===== src/rtl/i2c_scl_phase_gen.sv =====
// i2c_scl_phase_gen: quarter-phase SCL generator with slave clock stretching and stretch timeout
module i2c_scl_phase_gen #(
    parameter int SYS_CLK     = 100000000,
    parameter int DIV_WIDTH   = 16,
    parameter int STRETCH_MAX = 100000
) (
    input  logic                 clk,
    input  logic                 reset,
    input  logic                 enable,
    input  logic [1:0]           mode,
    input  logic [DIV_WIDTH-1:0] custom_q,
    input  logic                 scl_in,
    output logic                 scl_oe,
    output logic [1:0]           phase,
    output logic                 fall_tick,
    output logic                 change_tick,
    output logic                 rise_tick,
    output logic                 sample_tick,
    output logic                 period_done,
    output logic                 busy,
    output logic                 stretching,
    output logic                 stretch_timeout
);
    localparam int WW = ($clog2(STRETCH_MAX + 1) < 1) ? 1 : $clog2(STRETCH_MAX + 1);
    localparam logic [WW-1:0]        WAIT_MAX = WW'(STRETCH_MAX);
    localparam logic [DIV_WIDTH-1:0] Q_STD    = DIV_WIDTH'(SYS_CLK / 400000);
    localparam logic [DIV_WIDTH-1:0] Q_FAST   = DIV_WIDTH'(SYS_CLK / 1600000);
    localparam logic [DIV_WIDTH-1:0] Q_FMP    = DIV_WIDTH'(SYS_CLK / 4000000);
    localparam logic [DIV_WIDTH-1:0] Q_MIN    = DIV_WIDTH'(2);
    localparam logic [DIV_WIDTH-1:0] ONE      = DIV_WIDTH'(1);

    typedef enum logic [2:0] {IDLE, LOW_A, LOW_B, HIGH_A, HIGH_B} state_t;

    state_t               state_q, state_d;
    logic [DIV_WIDTH-1:0] cnt_q, cnt_d, qlen_q, qlen_d, q_sel;
    logic [WW-1:0]        wait_q, wait_d;
    logic [1:0]           sync_q, sync_d;
    logic [3:0]           tick_q, tick_d;
    logic                 oe_q, oe_d, load, timeout, scl_sync, cnt_zero;

    assign scl_sync = sync_q[1];
    assign cnt_zero = cnt_q == '0;
    assign q_sel    = mode == 2'd0 ? Q_STD :
                      mode == 2'd1 ? Q_FAST :
                      mode == 2'd2 ? Q_FMP :
                      custom_q < Q_MIN ? Q_MIN : custom_q;

    // Next-state logic: quarter counting, stretch wait, timeout, and period restart
    always_comb begin
        state_d = state_q;
        cnt_d   = cnt_zero ? qlen_q - ONE : cnt_q - ONE;
        qlen_d  = qlen_q;
        wait_d  = '0;
        tick_d  = '0;
        load    = 1'b0;
        timeout = 1'b0;
        sync_d  = {sync_q[0], scl_in};
        case (state_q)
            IDLE: begin
                cnt_d = cnt_q;
                load  = enable;
            end
            LOW_A: if (cnt_zero) begin
                state_d = LOW_B;
                tick_d  = 4'b0010;
            end
            LOW_B: if (cnt_zero) begin
                state_d = HIGH_A;
                tick_d  = 4'b0100;
            end
            HIGH_A: if (scl_sync) begin
                if (cnt_zero) begin
                    state_d = HIGH_B;
                    tick_d  = 4'b1000;
                end
            end else begin
                cnt_d   = cnt_q;
                timeout = STRETCH_MAX != 0 && wait_q == WAIT_MAX;
                state_d = timeout ? IDLE : HIGH_A;
                wait_d  = wait_q == WAIT_MAX ? wait_q : wait_q + 1'b1;
            end
            HIGH_B: if (cnt_zero) begin
                state_d = IDLE;
                load    = enable;
            end
            default: state_d = IDLE;
        endcase
        if (load) begin
            state_d = LOW_A;
            qlen_d  = q_sel;
            cnt_d   = q_sel - ONE;
            tick_d  = 4'b0001;
        end
        oe_d = state_d == LOW_A || state_d == LOW_B;
    end

    // State registers; synchroniser idles high so a released bus reads as high
    always_ff @(posedge clk) begin
        if (reset) begin
            state_q <= IDLE;
            cnt_q   <= '0;
            qlen_q  <= Q_MIN;
            wait_q  <= '0;
            sync_q  <= 2'b11;
            tick_q  <= '0;
            oe_q    <= 1'b0;
        end else begin
            state_q <= state_d;
            cnt_q   <= cnt_d;
            qlen_q  <= qlen_d;
            wait_q  <= wait_d;
            sync_q  <= sync_d;
            tick_q  <= tick_d;
            oe_q    <= oe_d;
        end
    end

    assign scl_oe          = oe_q;
    assign phase           = state_q == LOW_B ? 2'd1 : state_q == HIGH_A ? 2'd2 : state_q == HIGH_B ? 2'd3 : 2'd0;
    assign {sample_tick, rise_tick, change_tick, fall_tick} = tick_q;
    assign period_done     = state_q == HIGH_B && cnt_zero;
    assign busy            = state_q != IDLE;
    assign stretching      = state_q == HIGH_A && !scl_sync;
    assign stretch_timeout = timeout;
endmodule


===== config.mk =====
export PLATFORM = sky130hd
export DESIGN_NAME = i2c_scl_phase_gen
export DESIGN_NICKNAME = d
export VERILOG_FILES = /design/src/rtl/i2c_scl_phase_gen.sv
export SDC_FILE = /design/constraint.sdc
export NUM_CORES = 1
export LEC_CHECK = 0
export ABC_AREA = 1
export CORE_AREA = 2 2 79 81
export DETAILED_ROUTE_END_ITERATION = 12
export DIE_AREA = 0 0 81 83
export PLACE_DENSITY = 0.92
export SYNTH_ARGS = -nofsm -noshare
export SYNTH_HDL_FRONTEND = slang
export SYNTH_SLANG_ARGS = --single-unit

===== constraint.sdc =====
create_clock -name clk -period 3.25 [get_ports clk]
set_input_delay 0.4875 -clock clk [delete_from_list [all_inputs] [get_ports clk]]
set_output_delay 0.4875 -clock clk [all_outputs]
set_load 0.05 [all_outputs]

* Word-level counts from Yosys, hierarchy flattened
Index checks and enable logic that the tools add are counted.
** Cells by class
- Equality and inequality tests :: 11
- Muxes and demuxes :: 29
- Reduce and logical (&&, ||, !) cells :: 11
- Bitwise operators :: 1
- Add/sub/neg operators :: 4
- Order comparisons :: 1
** Operators with widths (count)
- $mux 16 :: 7
- $sub 16x1->16 const B :: 3
- $pmux 16 s2 :: 1
- $mux 3 :: 7
- $add 17x1->17 const B :: 1
- $eq 17x17->1 const B :: 1
- $logic_not 16->1 :: 1
- $lt 16x2->1 const B :: 1
- $pmux 3 s5 :: 1
- $pmux 4 s3 :: 1
- $mux 2 :: 5
- $eq 3x2->1 const B :: 3
- $mux 4 :: 2
- $eq 3x1->1 const B :: 2
- $mux 1 :: 4
- $eq 3x3->1 const B :: 1
- $logic_not 3->1 :: 1
- $ne 3x3->1 const B :: 1
- $reduce_bool 3->1 :: 1
- $reduce_or 3->1 :: 1
- $eq 2x1->1 const B :: 1
- $eq 2x2->1 const B :: 1
- $logic_and 1x1->1 :: 2
- $logic_not 2->1 :: 1
- 7 further kinds :: 7
** Storage, ports and cells
- Input bits :: 22
- Logic and storage cells :: 65
- Output and inout port bits :: 11
- Register bits after elaboration :: 59

* Longest topological paths before layout
- Word-level depth :: 7
- Depth in mapped cells :: 20
- Mapped depth without buffers :: 19

* Least setup slack after synthesis
No wires, ideal clock.
- Kind :: flip-flop to flip-flop
- Start point :: register state_q[2]
- End point :: register cnt_q[9]
- Cell stages (with the launch flop) :: 10
- Setup slack :: 752 ps
- Buffers on the path :: 1
- Required time :: 3133 ps
- Arrival :: 2380 ps
- Setup time :: 117 ps
- Clock period less this slack :: 2498 ps
- Path through :: dfxtp_1 nor3_2 inv_1 nor2_1 inv_1 a21oi_2 inv_2 clkbuf_1 o21ai_0 nor2_1
** On the way
- Longest elaborated chain between the ends :: 4
- Elaborated cells on any way between the ends :: 9
- Classes of those cells :: 4 x eq/ne; 3 x mux; 2 x reduce/logical
** RTL lines
- from (decl) :: RTL line 34 : state_t state_q, state_d;
- from (signal assigned) :: RTL line 108 : state_q <= state_d;
- $eq 3x3->1 / $logic_not 3->1 (equally long branches) :: RTL line 58 : case (state_q)
- $pmux 1 s2 :: RTL line 58
- $ne 3x3->1 (no source line) / $ne 2x2->1 (equally long branches)
- $reduce_and 2->1 (no source line)
- to (signal assigned) :: RTL line 109 : cnt_q <= cnt_d;
- to (decl) :: RTL line 35 : logic [DIV_WIDTH-1:0] cnt_q, cnt_d, qlen_q, qlen_d, q_sel;
Several ways; a longest one is shown, not always the timed one.
A chain may end at the register's enable or synchronous reset.

* Worst setup path in the final report
- Start point :: register wait_q[0]
- End point :: output port stretch_timeout
** On the way
- Longest elaborated chain between the ends :: 3
** RTL lines
- from (decl) :: RTL line 36 : logic [WW-1:0] wait_q, wait_d;
- from (signal assigned) :: RTL line 111 : wait_q <= wait_d;
- $eq 17x17->1 :: RTL line 78 : timeout = STRETCH_MAX != 0 && wait_q == WAIT_MAX;
- $mux 1 :: RTL line 71 : HIGH_A: if (scl_sync) begin
- $mux 1 :: RTL line 58
- to (decl) :: RTL line 22 : output logic stretch_timeout
No other way between the ends.

==> impl_results.html <==
<table>
<tr><th>Metric</th><th>Value</th></tr>
<tr><th colspan="2">Run status</th></tr>
<tr><td>Run status</td><td>finished, final reports clean</td></tr>
<tr><th colspan="2">Yosys</th></tr>
<tr><td>Flip-flop and latch count after synthesis</td><td>59</td></tr>
<tr><td>Cell Area, Synth</td><td>between 3000 and 4000 µm²</td></tr>
<tr><td>Top cell type's share of synthesized area</td><td>34.58%</td></tr>
<tr><td>Synth area leaders</td><td>dfxtp_1, nand2_1, inv_1</td></tr>
<tr><td>Number of cells produced by synthesis</td><td>547</td></tr>
<tr><td>Biggest area consumer among synthesized cells</td><td>dfxtp_1</td></tr>
<tr><td>Sequential cell area fraction in the yosys report</td><td>34.58%</td></tr>
<tr><td>Synthesized net count</td><td>~570</td></tr>
<tr><td>Avg Synthesized Cell Area</td><td>6.245 µm²</td></tr>
<tr><td>Unique cell type count in the Yosys netlist</td><td>34</td></tr>
<tr><td>Synth Warn #</td><td>0</td></tr>
<tr><th colspan="2">Drt</th></tr>
<tr><td>Remaining design rule violation count</td><td>0</td></tr>
<tr><td>Count of TritonRoute iterations in the first routing pass</td><td>8</td></tr>
<tr><td>Vias per cell</td><td>5.398</td></tr>
<tr><td>Count of antenna-violating nets left after detailed routing</td><td>0</td></tr>
<tr><td>Routed WL</td><td>8568 µm</td></tr>
<tr><td>Total number of vias</td><td>3552</td></tr>
<tr><td>Avg WL per Cell</td><td>13.02 µm</td></tr>
<tr><td>DR iter-0 viols</td><td>roughly 300</td></tr>
<tr><th colspan="2">Die</th></tr>
<tr><td>Die height</td><td>approximately 83 µm</td></tr>
<tr><td>Number of placement rows</td><td>28</td></tr>
<tr><td>I/O pin count</td><td>33</td></tr>
<tr><td>Die Footprint</td><td>between 6000 and 7000 µm²</td></tr>
<tr><td>Floorplan Core Area</td><td>~5800 µm²</td></tr>
<tr><td>Overall die width</td><td>81 µm</td></tr>
<tr><td>Initial core utilization</td><td>58.73%</td></tr>
<tr><th colspan="2">Power</th></tr>
<tr><td>Reported net switching power</td><td>0.0006816 W</td></tr>
<tr><td>Combinational Power Share</td><td>26.8%</td></tr>
<tr><td>Switching power share of the total</td><td>34.05%</td></tr>
<tr><td>VDD IR max</td><td>around 0.32 mV</td></tr>
<tr><td>Sequential power share</td><td>40.1%</td></tr>
<tr><td>Proportion of power drawn by the clock network</td><td>33.1%</td></tr>
<tr><td>P_int</td><td>about 0.0013 W</td></tr>
<tr><td>Leakage</td><td>1.746 nW</td></tr>
<tr><td>Power density normalized to cell area</td><td>503.0 nW/µm²</td></tr>
<tr><th colspan="2">Setup path</th></tr>
<tr><td>Standard cell with the maximum stage delay on the critical path</td><td>clkdlybuf4s50_1</td></tr>
<tr><td>Worst Path Class, Setup</td><td>reg -&gt; out</td></tr>
<tr><td>Cell breakdown of the critical path</td><td>inv_1 -&gt; ha_1 -&gt; nand3_1 -&gt; nor2_1 -&gt; nand3_1 -&gt; inv_1 -&gt; nand2_1 -&gt; nor2_1 -&gt; clkdlybuf4s50_1</td></tr>
<tr><td>Launching point of the worst reg2reg path</td><td>cnt_q[11]</td></tr>
<tr><td>End point of the critical path</td><td>stretch_timeout</td></tr>
<tr><td>WP data required</td><td>2.76 ns</td></tr>
<tr><td>Maximum single-stage delay on the critical path</td><td>around 0.8 ns</td></tr>
<tr><td>Critical path origin</td><td>wait_q[0]</td></tr>
<tr><td>Capturing point of the worst reg2reg path</td><td>cnt_q[12]</td></tr>
<tr><td>Arrival time of data at the critical path endpoint</td><td>2.39 ns</td></tr>
<tr><td>Worst Path Max Fanout</td><td>4</td></tr>
<tr><td>Critical Path Sink Type</td><td>output pin</td></tr>
<tr><td>Worst reg2reg path depth</td><td>18</td></tr>
<tr><td>Worst setup slack for register-to-register paths</td><td>0.49 ns</td></tr>
<tr><td>Startpoint type of the worst setup path</td><td>register</td></tr>
<tr><th colspan="2">CTS</th></tr>
<tr><td>CTS Sinks</td><td>59</td></tr>
<tr><td>Post-CTS Hold Buffers</td><td>0</td></tr>
<tr><td>Setup bufs post-CTS</td><td>0</td></tr>
<tr><td>Clock slew at the register clock pins of the worst setup and hold paths</td><td>0.07 ns</td></tr>
<tr><td>Cells resized by post-CTS repair</td><td>0</td></tr>
<tr><td>Largest buffer count on any clock path</td><td>2</td></tr>
<tr><td>Number of H-tree levels</td><td>3</td></tr>
<tr><td>Root cell of the clock tree</td><td>clkbuf_8</td></tr>
<tr><td>CTS Buf Count</td><td>9</td></tr>
<tr><td>CTS tree</td><td>built</td></tr>
<tr><td>Clk_lat worst skew</td><td>0.35 ns</td></tr>
<tr><th colspan="2">Min path</th></tr>
<tr><td>Worst hold-check path type</td><td>reg -&gt; reg</td></tr>
<tr><th colspan="2">Global routing</th></tr>
<tr><td>Largest net degree at the start of global routing</td><td>33</td></tr>
<tr><td>Total routing resource utilization after global routing</td><td>27.07%</td></tr>
<tr><td>Leftover overflow at the end of global routing</td><td>0</td></tr>
<tr><td>Antenna violations before repair</td><td>0</td></tr>
<tr><td>Via count of the first global-routing pass</td><td>around 3400</td></tr>
<tr><td>Wire length of the first global-routing pass</td><td>14410 µm</td></tr>
<tr><th colspan="2">Finish</th></tr>
<tr><td>Most common library cell in the layout ignoring fill and taps</td><td>nand2_1</td></tr>
<tr><td>Final core utilization</td><td>68.44%</td></tr>
<tr><td>Nets</td><td>603</td></tr>
<tr><td>Ratio of cells with drive above 1 in the final layout</td><td>8.233%</td></tr>
<tr><td>Leading cell types in the layout, fill and taps excluded</td><td>nand2_1, inv_1, nor2_1, dfxtp_1, nand3_1</td></tr>
<tr><td>Area growth syn-to-layout</td><td>16.52%</td></tr>
<tr><td>Antenna diode count</td><td>0</td></tr>
<tr><td>Register area</td><td>1181 µm²</td></tr>
<tr><td>Area of combinational cells with multiple inputs</td><td>between 1500 and 2000 µm²</td></tr>
<tr><td>Area of all placed cells without fillers</td><td>3980 µm²</td></tr>
<tr><td>Post-layout instance count excluding filler cells</td><td>658</td></tr>
<tr><td>Filler cells</td><td>505</td></tr>
<tr><th colspan="2">Place</th></tr>
<tr><td>Number of placed instances with taps included</td><td>642</td></tr>
<tr><td>Final GP Congestion</td><td>0.9425</td></tr>
<tr><td>Number of port buffers</td><td>32</td></tr>
<tr><td>Post-detailed-placement cell area</td><td>approximately 3800 µm²</td></tr>
<tr><td>Post-detailed-placement half-perimeter wirelength</td><td>a little over 6000 µm</td></tr>
<tr><th colspan="2">Timing</th></tr>
<tr><td>Fraction of the cycle the final worst path needs</td><td>88.43%</td></tr>
<tr><td>Shortest period the worst path allows</td><td>roughly 2.9 ns</td></tr>
<tr><td>Setup Total Neg Slack</td><td>0 ns</td></tr>
<tr><td>Setup clock skew after layout</td><td>0.009446 ns</td></tr>
<tr><td>Setup-violating endpoint count in the final report</td><td>0</td></tr>
<tr><td>RSZ-0062 raised after global routing</td><td>false</td></tr>
<tr><td>F_max</td><td>347.9 MHz</td></tr>
<tr><td>Final hold violations</td><td>0</td></tr>
<tr><td>Worst slew margin relative to its limit</td><td>between 60% and 70%</td></tr>
<tr><td>Pins Over Slew Limit</td><td>0</td></tr>
<tr><td>Slew at the pin with the worst max-slew slack</td><td>0.5636 ns</td></tr>
<tr><th colspan="2">Job</th></tr>
<tr><td>Max_cap viols</td><td>0</td></tr>
</table>
==> layout make-up <==
| cell class | instances | share of cell area, % |
|---|---|---|
| multi-input cells | 388 | 46.37 |
| well taps | 75 | 2.358 |
| clock inverters | 5 | 1.320 |
| flip-flops and latches | 59 | 29.68 |
| repair buffers | 36 | 8.802 |
| inverters | 84 | 7.922 |
| clock buffers | 11 | 3.552 |
==> how the worst min path moves through the flow <==
stage	start	end	slack [ns]	cells past startpoint
final	sync_q[0]	sync_q[1]	0.42	1
after global routing	sync_q[0]	sync_q[1]	0.45	1
after CTS	sync_q[0]	sync_q[1]	0.42	1
after detailed placement	sync_q[0]	sync_q[1]	0.40	1
after global placement	sync_q[0]	sync_q[1]	0.40	1
after floorplan	sync_q[0]	sync_q[1]	0.39	1
==> kinds of logic after synthesis <==
family,share of synthesized area [%]
and+or+nand+nor,40.62
DFF,34.58
adders and majority gates,1.099
buffers and inverters,11.39
xor gates and xnor gates,0.5129
AOI/OAI and AO/OA,11.79
==> synthesized netlist by cell type, drive strengths merged <==
master  instances
xnor2           1
nand4           4
dfxtp          59
nor2           73
a21boi          1
xor2            1
nor3b           1
a31oi           4
o21a            2
buf             7
nor4            1
o22ai           2
a21oi          45
ha              3
o21ai          22
nand3b          6
nor3           16
nand2         146
inv            84
or2             7
clkbuf          9
nand3          52
nor4b           1
==> metrics by stage <==
step	power (W)	setup WS, ns	hold WS, ns
after floorplan	0.001201	0.7525	0.3895
after global placement	0.001319	0.4938	0.4003
after detailed placement	0.001333	0.3391	0.3997
after CTS	0.001994	0.3546	0.4183
after global routing	0.002104	0.1250	0.4513
final	0.002002	0.3759	0.4204
==> routing by layer <==
layer	vias to the layer above	GRT usage, %	part of all wire (%)
met5	-	0	0
li1	1788	-	-
met4	0	12.33	3.1
met1	1608	32.42	43
met3	28	6.522	6.3
met2	128	45.00	48
==> sequential cells by signal, summed over array words and instances (netlist names) <==
name     flops
tick_q       4
state_q      3
sync_q       2
cnt_q       16
qlen_q      16
wait_q      17
scl_oe       1
==> power by group through the flow <==
stage | clock network [W] | registers, W | logic, W
global placement | 0 | 0.000813 | 0.000505
finish | 0.000662 | 0.000802 | 0.000537
CTS | 0.000668 | 0.000800 | 0.000526
floorplan | 0 | 0.000815 | 0.000385
global route | 0.000706 | 0.000805 | 0.000593
detailed placement | 0 | 0.000816 | 0.000517
==> worst max-delay path: cells and delay by family, from the launching register on <==
| kind | cells | cell delay (ns) |
|---|---|---|
| fa+ha+maj | 1 | 0.15 |
| flops | 1 | 0.31 |
| buf+inv | 3 | 1.06 |
| simple gates | 5 | 0.51 |
(Power assumes the default switching activity.)
